### config.mk
export PLATFORM = sky130hd
export DESIGN_NAME = motor_ramp_ctrl
export DESIGN_NICKNAME = d
export VERILOG_FILES = /design/src/rtl/motor_ctrl_pkg.sv /design/src/rtl/thres_stepper.sv /design/src/rtl/motor_ramp_ctrl.sv
export SDC_FILE = /design/constraint.sdc
export NUM_CORES = 1
export LEC_CHECK = 0
export BUFFER_PORTS_ARGS = -buffer_cell sky130_fd_sc_hd__buf_2
export CAP_MARGIN = 40
export CELL_PAD_IN_SITES_DETAIL_PLACEMENT = 0
export CELL_PAD_IN_SITES_GLOBAL_PLACEMENT = 1
export CORE_ASPECT_RATIO = 1.25
export CORE_MARGIN = 1.5
export CORE_UTILIZATION = 30
export CTS_CLUSTER_SIZE = 14
export DETAILED_ROUTE_END_ITERATION = 10
export HOLD_SLACK_MARGIN = 0.12
export PLACE_DENSITY_LB_ADDON = 0.05
export SLEW_MARGIN = 20
export SYNTH_ARGS = -nofsm -noshare
export SYNTH_HDL_FRONTEND = slang
export SYNTH_SLANG_ARGS = --single-unit
export TNS_END_PERCENT = 20
### constraint.sdc
create_clock -name in_clk -period 5.4 [get_ports in_clk]
set_input_delay 0.54 -clock in_clk [delete_from_list [all_inputs] [get_ports in_clk]]
set_output_delay 0.54 -clock in_clk [all_outputs]
set_load 0.01 [all_outputs]
### src/rtl/motor_ctrl_pkg.sv
// Shared types and widths for the motor speed-ramp sequencer.
// The state enum is exported so benches and checkers can decode the debug state output.
package motor_ctrl_pkg;

    localparam int THRES_W    = 16;
    localparam int DEAD_CNT_W = 4;

    typedef enum logic [2:0] {
        ST_IDLE  = 3'd0,
        ST_RAMP  = 3'd1,
        ST_BRAKE = 3'd2,
        ST_DEAD  = 3'd3,
        ST_ESTOP = 3'd4
    } state_t;

    // Limit a commanded magnitude to the PWM period.
    function automatic logic [THRES_W-1:0] clamp_mag(
        input logic [THRES_W-1:0] mag,
        input logic [THRES_W-1:0] max_mag
    );
        clamp_mag = (mag > max_mag) ? max_mag : mag;
    endfunction

endpackage

### src/rtl/thres_stepper.sv
// Combinational one-period threshold step: moves cur toward tgt by at most step,
// or toward zero (saturating) when brake is set.
module thres_stepper
    import motor_ctrl_pkg::*;
(
    input  logic [THRES_W-1:0] cur,
    input  logic [THRES_W-1:0] tgt,
    input  logic [THRES_W-1:0] step,
    input  logic               brake,
    output logic [THRES_W-1:0] nxt
);

    logic [THRES_W:0] cur_x;
    logic [THRES_W:0] tgt_x;
    logic [THRES_W:0] step_x;
    logic [THRES_W:0] diff_x;
    logic [THRES_W:0] sum_x;

    always_comb begin
        cur_x  = {1'b0, cur};
        tgt_x  = {1'b0, tgt};
        step_x = {1'b0, step};
        diff_x = '0;
        sum_x  = cur_x + step_x;
        nxt    = cur;
        if (brake) begin
            nxt = (cur_x <= step_x) ? '0 : (cur - step);
        end else if (tgt_x >= cur_x) begin
            diff_x = tgt_x - cur_x;
            // sum_x stays below tgt here, so dropping the carry bit loses nothing
            nxt    = (diff_x <= step_x) ? tgt : sum_x[THRES_W-1:0];
        end else begin
            diff_x = cur_x - tgt_x;
            nxt    = (diff_x <= step_x) ? tgt : (cur - step);
        end
    end

endmodule

### src/rtl/motor_ramp_ctrl.sv
// Speed-ramp and direction sequencer: steps pwm_thres once per PWM period toward the
// commanded magnitude, sequencing reversals as brake -> dead time -> flip -> ramp.
module motor_ramp_ctrl
    import motor_ctrl_pkg::*;
#(
    parameter logic [15:0] MAX_THRES    = 16'd20000,
    parameter logic [15:0] RAMP_STEP    = 16'd100,
    parameter logic [3:0]  DEAD_PERIODS = 4'd5
) (
    input  logic               in_clk,
    input  logic               in_rst_n,
    // cmd_valid/cmd_ready: a command transfers in any cycle where both are high;
    // ready is simply ~estop and does not depend on valid.
    input  logic               cmd_valid,
    output logic               cmd_ready,
    input  logic               cmd_dir,
    input  logic [THRES_W-1:0] cmd_mag,
    input  logic               period_start,
    input  logic               estop,
    output logic [THRES_W-1:0] pwm_thres,
    output logic               motor_dir,
    output logic               at_target,
    output logic               busy,
    output logic [2:0]         dbg_state
);

    state_t                state_q, state_d;
    logic                  tgt_dir_q, tgt_dir_d;
    logic [THRES_W-1:0]    tgt_mag_q, tgt_mag_d;
    logic [THRES_W-1:0]    pwm_thres_q, pwm_thres_d;
    logic                  motor_dir_q, motor_dir_d;
    logic [DEAD_CNT_W-1:0] dead_cnt_q, dead_cnt_d;

    logic                  cmd_fire;
    logic                  dir_mismatch;
    logic [THRES_W-1:0]    step_nxt;

    assign cmd_ready = ~estop;
    assign cmd_fire  = cmd_valid & cmd_ready;

    // A zero target carries no direction, so it can never request a flip.
    assign dir_mismatch = (tgt_mag_q != '0) && (tgt_dir_q != motor_dir_q);

    thres_stepper u_stepper (
        .cur   (pwm_thres_q),
        .tgt   (tgt_mag_q),
        .step  (RAMP_STEP),
        .brake (dir_mismatch),
        .nxt   (step_nxt)
    );

    always_comb begin
        state_d     = state_q;
        tgt_dir_d   = tgt_dir_q;
        tgt_mag_d   = tgt_mag_q;
        pwm_thres_d = pwm_thres_q;
        motor_dir_d = motor_dir_q;
        dead_cnt_d  = dead_cnt_q;

        if (cmd_fire) begin
            tgt_dir_d = cmd_dir;
            tgt_mag_d = clamp_mag(cmd_mag, MAX_THRES);
        end

        if (estop) begin
            state_d     = ST_ESTOP;
            pwm_thres_d = '0;
            tgt_mag_d   = '0;
            dead_cnt_d  = '0;
        end else if (state_q == ST_ESTOP) begin
            state_d = ST_IDLE;
        end else if (period_start) begin
            unique case (state_q)
                ST_IDLE, ST_RAMP, ST_BRAKE: begin
                    pwm_thres_d = step_nxt;
                    if (dir_mismatch) begin
                        dead_cnt_d = '0;
                        state_d    = (step_nxt == '0) ? ST_DEAD : ST_BRAKE;
                    end else begin
                        state_d = (step_nxt == tgt_mag_q) ? ST_IDLE : ST_RAMP;
                    end
                end
                ST_DEAD: begin
                    if (!dir_mismatch) begin
                        // Reversal withdrawn: resume in the current direction at once.
                        pwm_thres_d = step_nxt;
                        dead_cnt_d  = '0;
                        state_d     = (step_nxt == tgt_mag_q) ? ST_IDLE : ST_RAMP;
                    end else begin
                        dead_cnt_d = dead_cnt_q + 1'b1;
                        if (dead_cnt_d == DEAD_PERIODS) begin
                            motor_dir_d = ~motor_dir_q;
                            dead_cnt_d  = '0;
                            state_d     = ST_RAMP;
                        end
                    end
                end
                default: begin
                    state_d = ST_IDLE;
                end
            endcase
        end
    end

    always_ff @(posedge in_clk or negedge in_rst_n) begin
        if (!in_rst_n) begin
            state_q     <= ST_IDLE;
            tgt_dir_q   <= 1'b0;
            tgt_mag_q   <= '0;
            pwm_thres_q <= '0;
            motor_dir_q <= 1'b0;
            dead_cnt_q  <= '0;
        end else begin
            state_q     <= state_d;
            tgt_dir_q   <= tgt_dir_d;
            tgt_mag_q   <= tgt_mag_d;
            pwm_thres_q <= pwm_thres_d;
            motor_dir_q <= motor_dir_d;
            dead_cnt_q  <= dead_cnt_d;
        end
    end

    assign pwm_thres = pwm_thres_q;
    assign motor_dir = motor_dir_q;
    assign at_target = (state_q == ST_IDLE);
    assign busy      = ~at_target;
    assign dbg_state = state_q;

endmodule

After elaboration in Yosys (flattened, before gate mapping)
Cells that the tools add are included.
Storage, ports and cells
  register bits after elaboration: 41
  bits of input ports: 22
  output and inout bits: 23
  logic and storage cells: 74
Cells by class
  add/subtract/negate cells: 5
  $lt $le $gt $ge: 5
  eq/ne operators: 11
  mux-type cells: 29
  bitwise gates (word level): 5
  reduce and logical (&&, ||, !) cells: 13
Operators with widths (number)
  16-bit 2-to-1 mux: 12
  17-bit by 7-bit less-or-equal comparator with 1-bit output (second input constant): 2
  16-bit by 16-bit subtractor with 17-bit output: 2
  16-bit case mux with 2 select lines: 1
  4-bit 2-to-1 mux: 6
  16-bit by 7-bit adder with 16-bit output (second input constant): 1
  16-bit equality test: 1
  16-bit greater-or-equal comparator: 1
  16-bit by 15-bit greater-than comparator with 1-bit output (second input constant): 1
  16-bit by 7-bit less-or-equal comparator with 1-bit output (second input constant): 1
  16-bit zero test: 1
  16-bit nonzero test: 1
  16-bit by 7-bit subtractor with 16-bit output (second input constant): 1
  3-bit 2-to-1 mux: 5
  4-bit case mux with 2 select lines: 1
  4-bit AND reduction: 2
  3-bit by 2-bit equality test with 1-bit output (second input constant): 2
  3-bit inequality test (second input constant): 2
  3-bit case mux with 2 select lines: 1
  6-bit AND reduction: 1
  3-bit nonzero test: 2
  5-bit inequality test (second input constant): 1
  4-bit by 1-bit adder with 4-bit output (second input constant): 1
  4-bit by 3-bit equality test with 1-bit output (second input constant): 1
  13 further kinds: 18

Longest topological paths before layout
  depth in word-level cells: 12
  gate-level depth with buffers: 18
  gate-level depth less buffers: 15

Hierarchy
Synthesis repeated with hierarchy kept, for this count alone.
Second synthesis, totals
  cell total of the unflattened synthesis: 823
  area total of the unflattened synthesis: 6661.4 um^2
Modules (own cells, without submodules)
  thres_stepper: times used 1, cells each 617, area each 4351.7 um^2, seq. area each 0.0 um^2
  motor_ramp_ctrl: times used 1, cells each 206, area each 2309.7 um^2, seq. area each 1026.0 um^2

Least setup slack after synthesis
Ideal clock, no wire load.
  path kind: reg2reg
  from: reg pwm_thres_q[5], in the netlist pwm_thres[5]
  to: reg state_q[0], in the netlist dbg_state[0]
  library setup time: 0.088 ns
  data arrival time: 4.344 ns
  data required time: 5.312 ns
  slack: 0.968 ns
  cell stages (with the launch flop): 17
  buffers on the path: 2
  clock period less this slack: 4.432 ns
  cell sequence: dfrtp_1 -> clkbuf_1 -> inv_1 -> ha_1 -> buf_6 -> a211oi_1 -> nor2_1 -> nor4_2 -> o21bai_1 -> xor2_1 -> a2111o_1 -> nor4_4 -> mux2i_1 -> a211o_1 -> or4b_1 -> o41a_1 -> a41oi_1
Between the ends
  word-level cells in the longest chain between the ends: 12
  elaborated cells between the ends (all ways): 23
  classes of those cells: 4 x add/sub; 4 x order compare; 1 x eq/ne; 13 x mux; 1 x reduce/logical
RTL lines
  from (decl): RTL line motor_ramp_ctrl.sv:30  | logic [THRES_W-1:0] pwm_thres_q, pwm_thres_d;
  from (signal assigned): RTL line motor_ramp_ctrl.sv:117  | pwm_thres_q <= pwm_thres_d;
  16-bit by 16-bit subtractor with 17-bit output (on tied branches): RTL line thres_stepper.sv:33, thres_stepper.sv:29
  17-bit by 7-bit less-or-equal comparator with 1-bit output (on tied branches): RTL line thres_stepper.sv:34, thres_stepper.sv:31
  16-bit 2-to-1 mux (on tied branches): RTL line thres_stepper.sv:34, thres_stepper.sv:31
  16-bit 2-to-1 mux: RTL line thres_stepper.sv:28  | end else if (tgt_x >= cur_x) begin
  16-bit 2-to-1 mux (*): RTL line thres_stepper.sv:26  | if (brake) begin
  16-bit equality test / 16-bit zero test (equally long branches): RTL line motor_ramp_ctrl.sv:80, motor_ramp_ctrl.sv:88, motor_ramp_ctrl.sv:78
  1-bit 2-to-1 mux (on tied branches): RTL line motor_ramp_ctrl.sv:80, motor_ramp_ctrl.sv:88, motor_ramp_ctrl.sv:78
  3-bit 2-to-1 mux / 2-bit 2-to-1 mux (equally long branches): RTL line motor_ramp_ctrl.sv:84, motor_ramp_ctrl.sv:76
  3-bit case mux with 2 select lines (*): RTL line motor_ramp_ctrl.sv:73  | unique case (state_q)
  3-bit 2-to-1 mux (*): RTL line motor_ramp_ctrl.sv:72  | end else if (period_start) begin
  3-bit 2-to-1 mux (*): RTL line motor_ramp_ctrl.sv:70  | end else if (state_q == ST_ESTOP) begin
  3-bit 2-to-1 mux (*): RTL line motor_ramp_ctrl.sv:65  | if (estop) begin
  to (signal assigned): RTL line motor_ramp_ctrl.sv:114  | state_q <= state_d;
  to (decl): RTL line motor_ramp_ctrl.sv:27  | state_t state_q, state_d;
Every way passes the cells marked *; elsewhere a longest branch is shown, timed or not. The select of a mux whose other input is x is not followed.
A chain may end at the register's enable or synchronous reset.

Final worst setup path
  from: reg pwm_thres_q[3], in the netlist pwm_thres[3]
  to: reg state_q[0], in the netlist dbg_state[0]
Same word-level chain as after synthesis.

==> reports/results.txt <==
Drt drc: 0
Synth unique cells: 73
Combinational power share: 0.797
Final net count: 828
Initial DRC Count: 560
Cell count after synthesis: 714
Internal: 1573 µW
Drt first pass iters: 6
CTS H-tree depth: 2
Mapped Avg Cell Area: 7.332 µm²
Initial core utilization: 0.3084
Via count: 5,916
Reg power frac: 0.118
Die H: 150.7 µm
Max-slew violations: 0
Setup TNS: 0 ns
Final Hold Fails: 0
Seq/Total Area, Yosys: 0.1960
RSZ-0062 raised after global routing: no
Vias in the first global route: 5,933
Fillcell total: 1,882
CTS clk-pin slew, worst paths: 0.06 ns
Leakage power: 0.002546 µW
Syn nets: 773
PortBufs: 44
DP HPWL: 18,620 µm
Cts hold-fix bufs: 0
Routed wire per std cell: 23.34 µm
Post-synth EDFFs: 0
FMAX: 197.8 MHz
CP Max Fanout: 13
Initial antenna violation count: 0
Core footprint: 16,980 µm²
CP Capture Type: register
Critical path type: register to register
Post-layout minimum cycle time: 5.055 ns
Most used flip-flop cell after synthesis: dfrtp_1
Max Cap Violations: 0
Worst-Margin Slew: 0.7826 ns
#FFs+latches synth: 41
Setup ws final: 0.3450 ns
Longest Clk Path Bufs: 2
R2r startpoint: pwm_thres[3]
Worst R2R End: dbg_state[0]
Yosys warns: 0
P&R area growth vs syn: 14.99%
Global-route wire length before repair: 34,870 µm
Total track usage: 0.2564
Required time worst endpoint: 5.53 ns
Die area: 18,260 µm²
Cells after DPL: 980
Pwr/cell area: 598.2 nW/µm²
Final wirelength: 23,110 µm
Async SR Flop Fraction: 1.000
Vias/cell: 5.976
Slew headroom: 0.4763
Tcrit/Tclk final: 0.9361
Crit path launch type: register
DP Worst Slack: 0.2582 ns
Num ports: 45
CTS root buffer: clkbuf_16
Flop-to-flop setup slack: 0.35 ns
Worst R2R Path Depth: 16
Largest net degree at the start of global routing: 25
Die Width: 121.2 µm
Status: finished clean
Tot Pwr: 3601 µW
P_sw: 2028 µW
ANT nets after route: 0
Mapped Area: 5235 µm²
Arrival @ worst endpoint: 5.18 ns
Switching share of power: 0.5631
Seq. cell area: 1026 µm²
Final Skew: 0.003550 ns
Final setup viols: 0
Maximum vdd drop: 0.1611 mV
WHS: 0.1952 ns
CTS tree: built
Layout cell share with drive strength beyond 1: 0.1429
Multi-input logic area: 3869 µm²
Worst skew pair latency: 0.29 ns
Worst hold path type: primary input to async pin
Site Rows: 53
Final Wtd Congestion: 0.9479
Global route overflow: 0
Fin cells: 990
Cts bufs inserted: 5
CTS Sinks: 41
Clock Power Share: 0.084
# diodes: 0
-- worst max-delay path by stage --
stage	cells after the start	to	start
2_1_floorplan	16	dbg_state[0]	pwm_thres[5]
3_3_place_gp	15	dbg_state[0]	pwm_thres[5]
3_5_place_dp	15	dbg_state[0]	pwm_thres[5]
4_1_cts	15	dbg_state[0]	pwm_thres[5]
5_1_grt	16	dbg_state[0]	pwm_thres[3]
6_report	16	dbg_state[0]	pwm_thres[3]
-- flip-flops by register name, summed over array words and instances (netlist names) --
signal and cells:
dead_cnt_q 4, dbg_state 3, motor_dir 1, tgt_dir_q 1, pwm_thres 16, tgt_mag_q 16
-- placed cells by master, fill, tap and decap left out, drive strengths merged, types with 6 or more instances in the layout --
cell,synthesis,final
o22ai,6,6
a31oi,7,7
or3,7,7
xnor2,34,34
o221a,6,6
buf,14,82
ha,37,37
o211ai,13,13
or4,6,6
clkbuf,20,6
nor2,62,62
dfrtp,41,41
nor3,25,25
o31ai,14,14
a211oi,12,12
a22o,11,11
inv,49,49
nand3,10,10
nand2,75,75
a221oi,7,7
mux2i,9,9
o21ai,55,55
a21o,7,7
nor4,12,12
nand2b,10,10
xor2,6,6
a21oi,65,65
nand4,16,16
-- repair_timing --
| item | CTS | global route |
|---|---|---|
| gates resized for setup | 0 | 1 |
| buffers inserted | 0 | 2 |
| setup endpoints to repair | 0 | 1 |
-- critical path: stages, from the launching register on --
cell and delay (ns):
dfrtp_1 0.49, inv_1 0.15, ha_1 0.47, a211oi_2 0.23
nor2_1 0.10, o21ai_1 0.38, a21oi_1 0.15, or3_1 0.37
a2111oi_0 0.54, nand3_1 0.22, buf_4 0.25, a2bb2oi_1 0.19
buf_4 0.20, a22oi_1 0.20, o311ai_0 0.20, nor4_1 0.53
a41oi_1 0.23
-- layer usage --
layer | vias to the layer above | share of wire | global-route usage | wire length, µm
li1 | 2753 | - | - | -
met5 | - | 0 | 0 | 0
met1 | 2880 | 0.41 | 0.3059 | 9530
met2 | 221 | 0.50 | 0.4605 | 11560
met3 | 62 | 0.037 | 0.01932 | 857
met4 | 0 | 0.050 | 0.1294 | 1163
-- cell type report --
cell class,count,share of cell area
sequential,41,0.1704
inverter,50,0.03118
tap,220,0.04573
clock buffer,6,0.02141
timing repair buffer,82,0.08605
clock inverter,2,0.002494
multi-input combinational,589,0.6427
-- power groups by stage --
stage / sequential, µW / combinational, µW / clock [µW]
2_1_floorplan: 448 / 1880 / 0
3_3_place_gp: 429 / 2820 / 0
5_1_grt: 435 / 3080 / 322
6_report: 426 / 2870 / 304
4_1_cts: 424 / 2800 / 312
3_5_place_dp: 430 / 2790 / 0
-- through the flow --
| stage | util | instance area, µm² |
|---|---|---|
| 2_1_floorplan | - | 5235 |
| 3_3_place_gp | 0.3439 | 5838 |
| 3_5_place_dp | 0.3451 | 5858 |
| 4_1_cts | 0.3536 | 6002 |
| 5_1_grt | 0.3546 | 6020 |
| 6_report | 0.3546 | 6020 |
-- kinds of logic after synthesis --
logic type                 after synthesis  share of synthesized area
DFF                                     41                     0.1960
AOI/OAI and AO/OA                      250                     0.3229
buffers and inverters                   84                    0.06549
and+or+nand+nor                        250                     0.2359
adders and majority gates               37                    0.08843
xor gates and xnor gates                40                    0.06692
muxes                                   12                    0.02438
-- synthesized netlist by cell type (7+ instances only) --
library cell  instances  area share
o31ai_1              14       0.020
mux2i_1               9       0.017
nand2b_1             10       0.012
nand2_1              75       0.054
o21ai_0              44       0.042
nand3_1              10      0.0096
nor2_1               62       0.044
a211oi_1              9       0.013
nand4_1              15       0.018
nor3_1               25       0.024
dfrtp_1              41        0.20
a22o_1               11       0.018
a21o_1                7       0.010
nor4_1               10       0.012
inv_1                49       0.035
ha_1                 37       0.088
xnor2_1              34       0.057
a21oi_1              65       0.062
buf_2                10      0.0096
a31oi_1               7      0.0084
clkbuf_1             20       0.014
o21ai_1              11       0.011
o211ai_1             13       0.019
No activity file was read; power rests on OpenSTA's default activity.
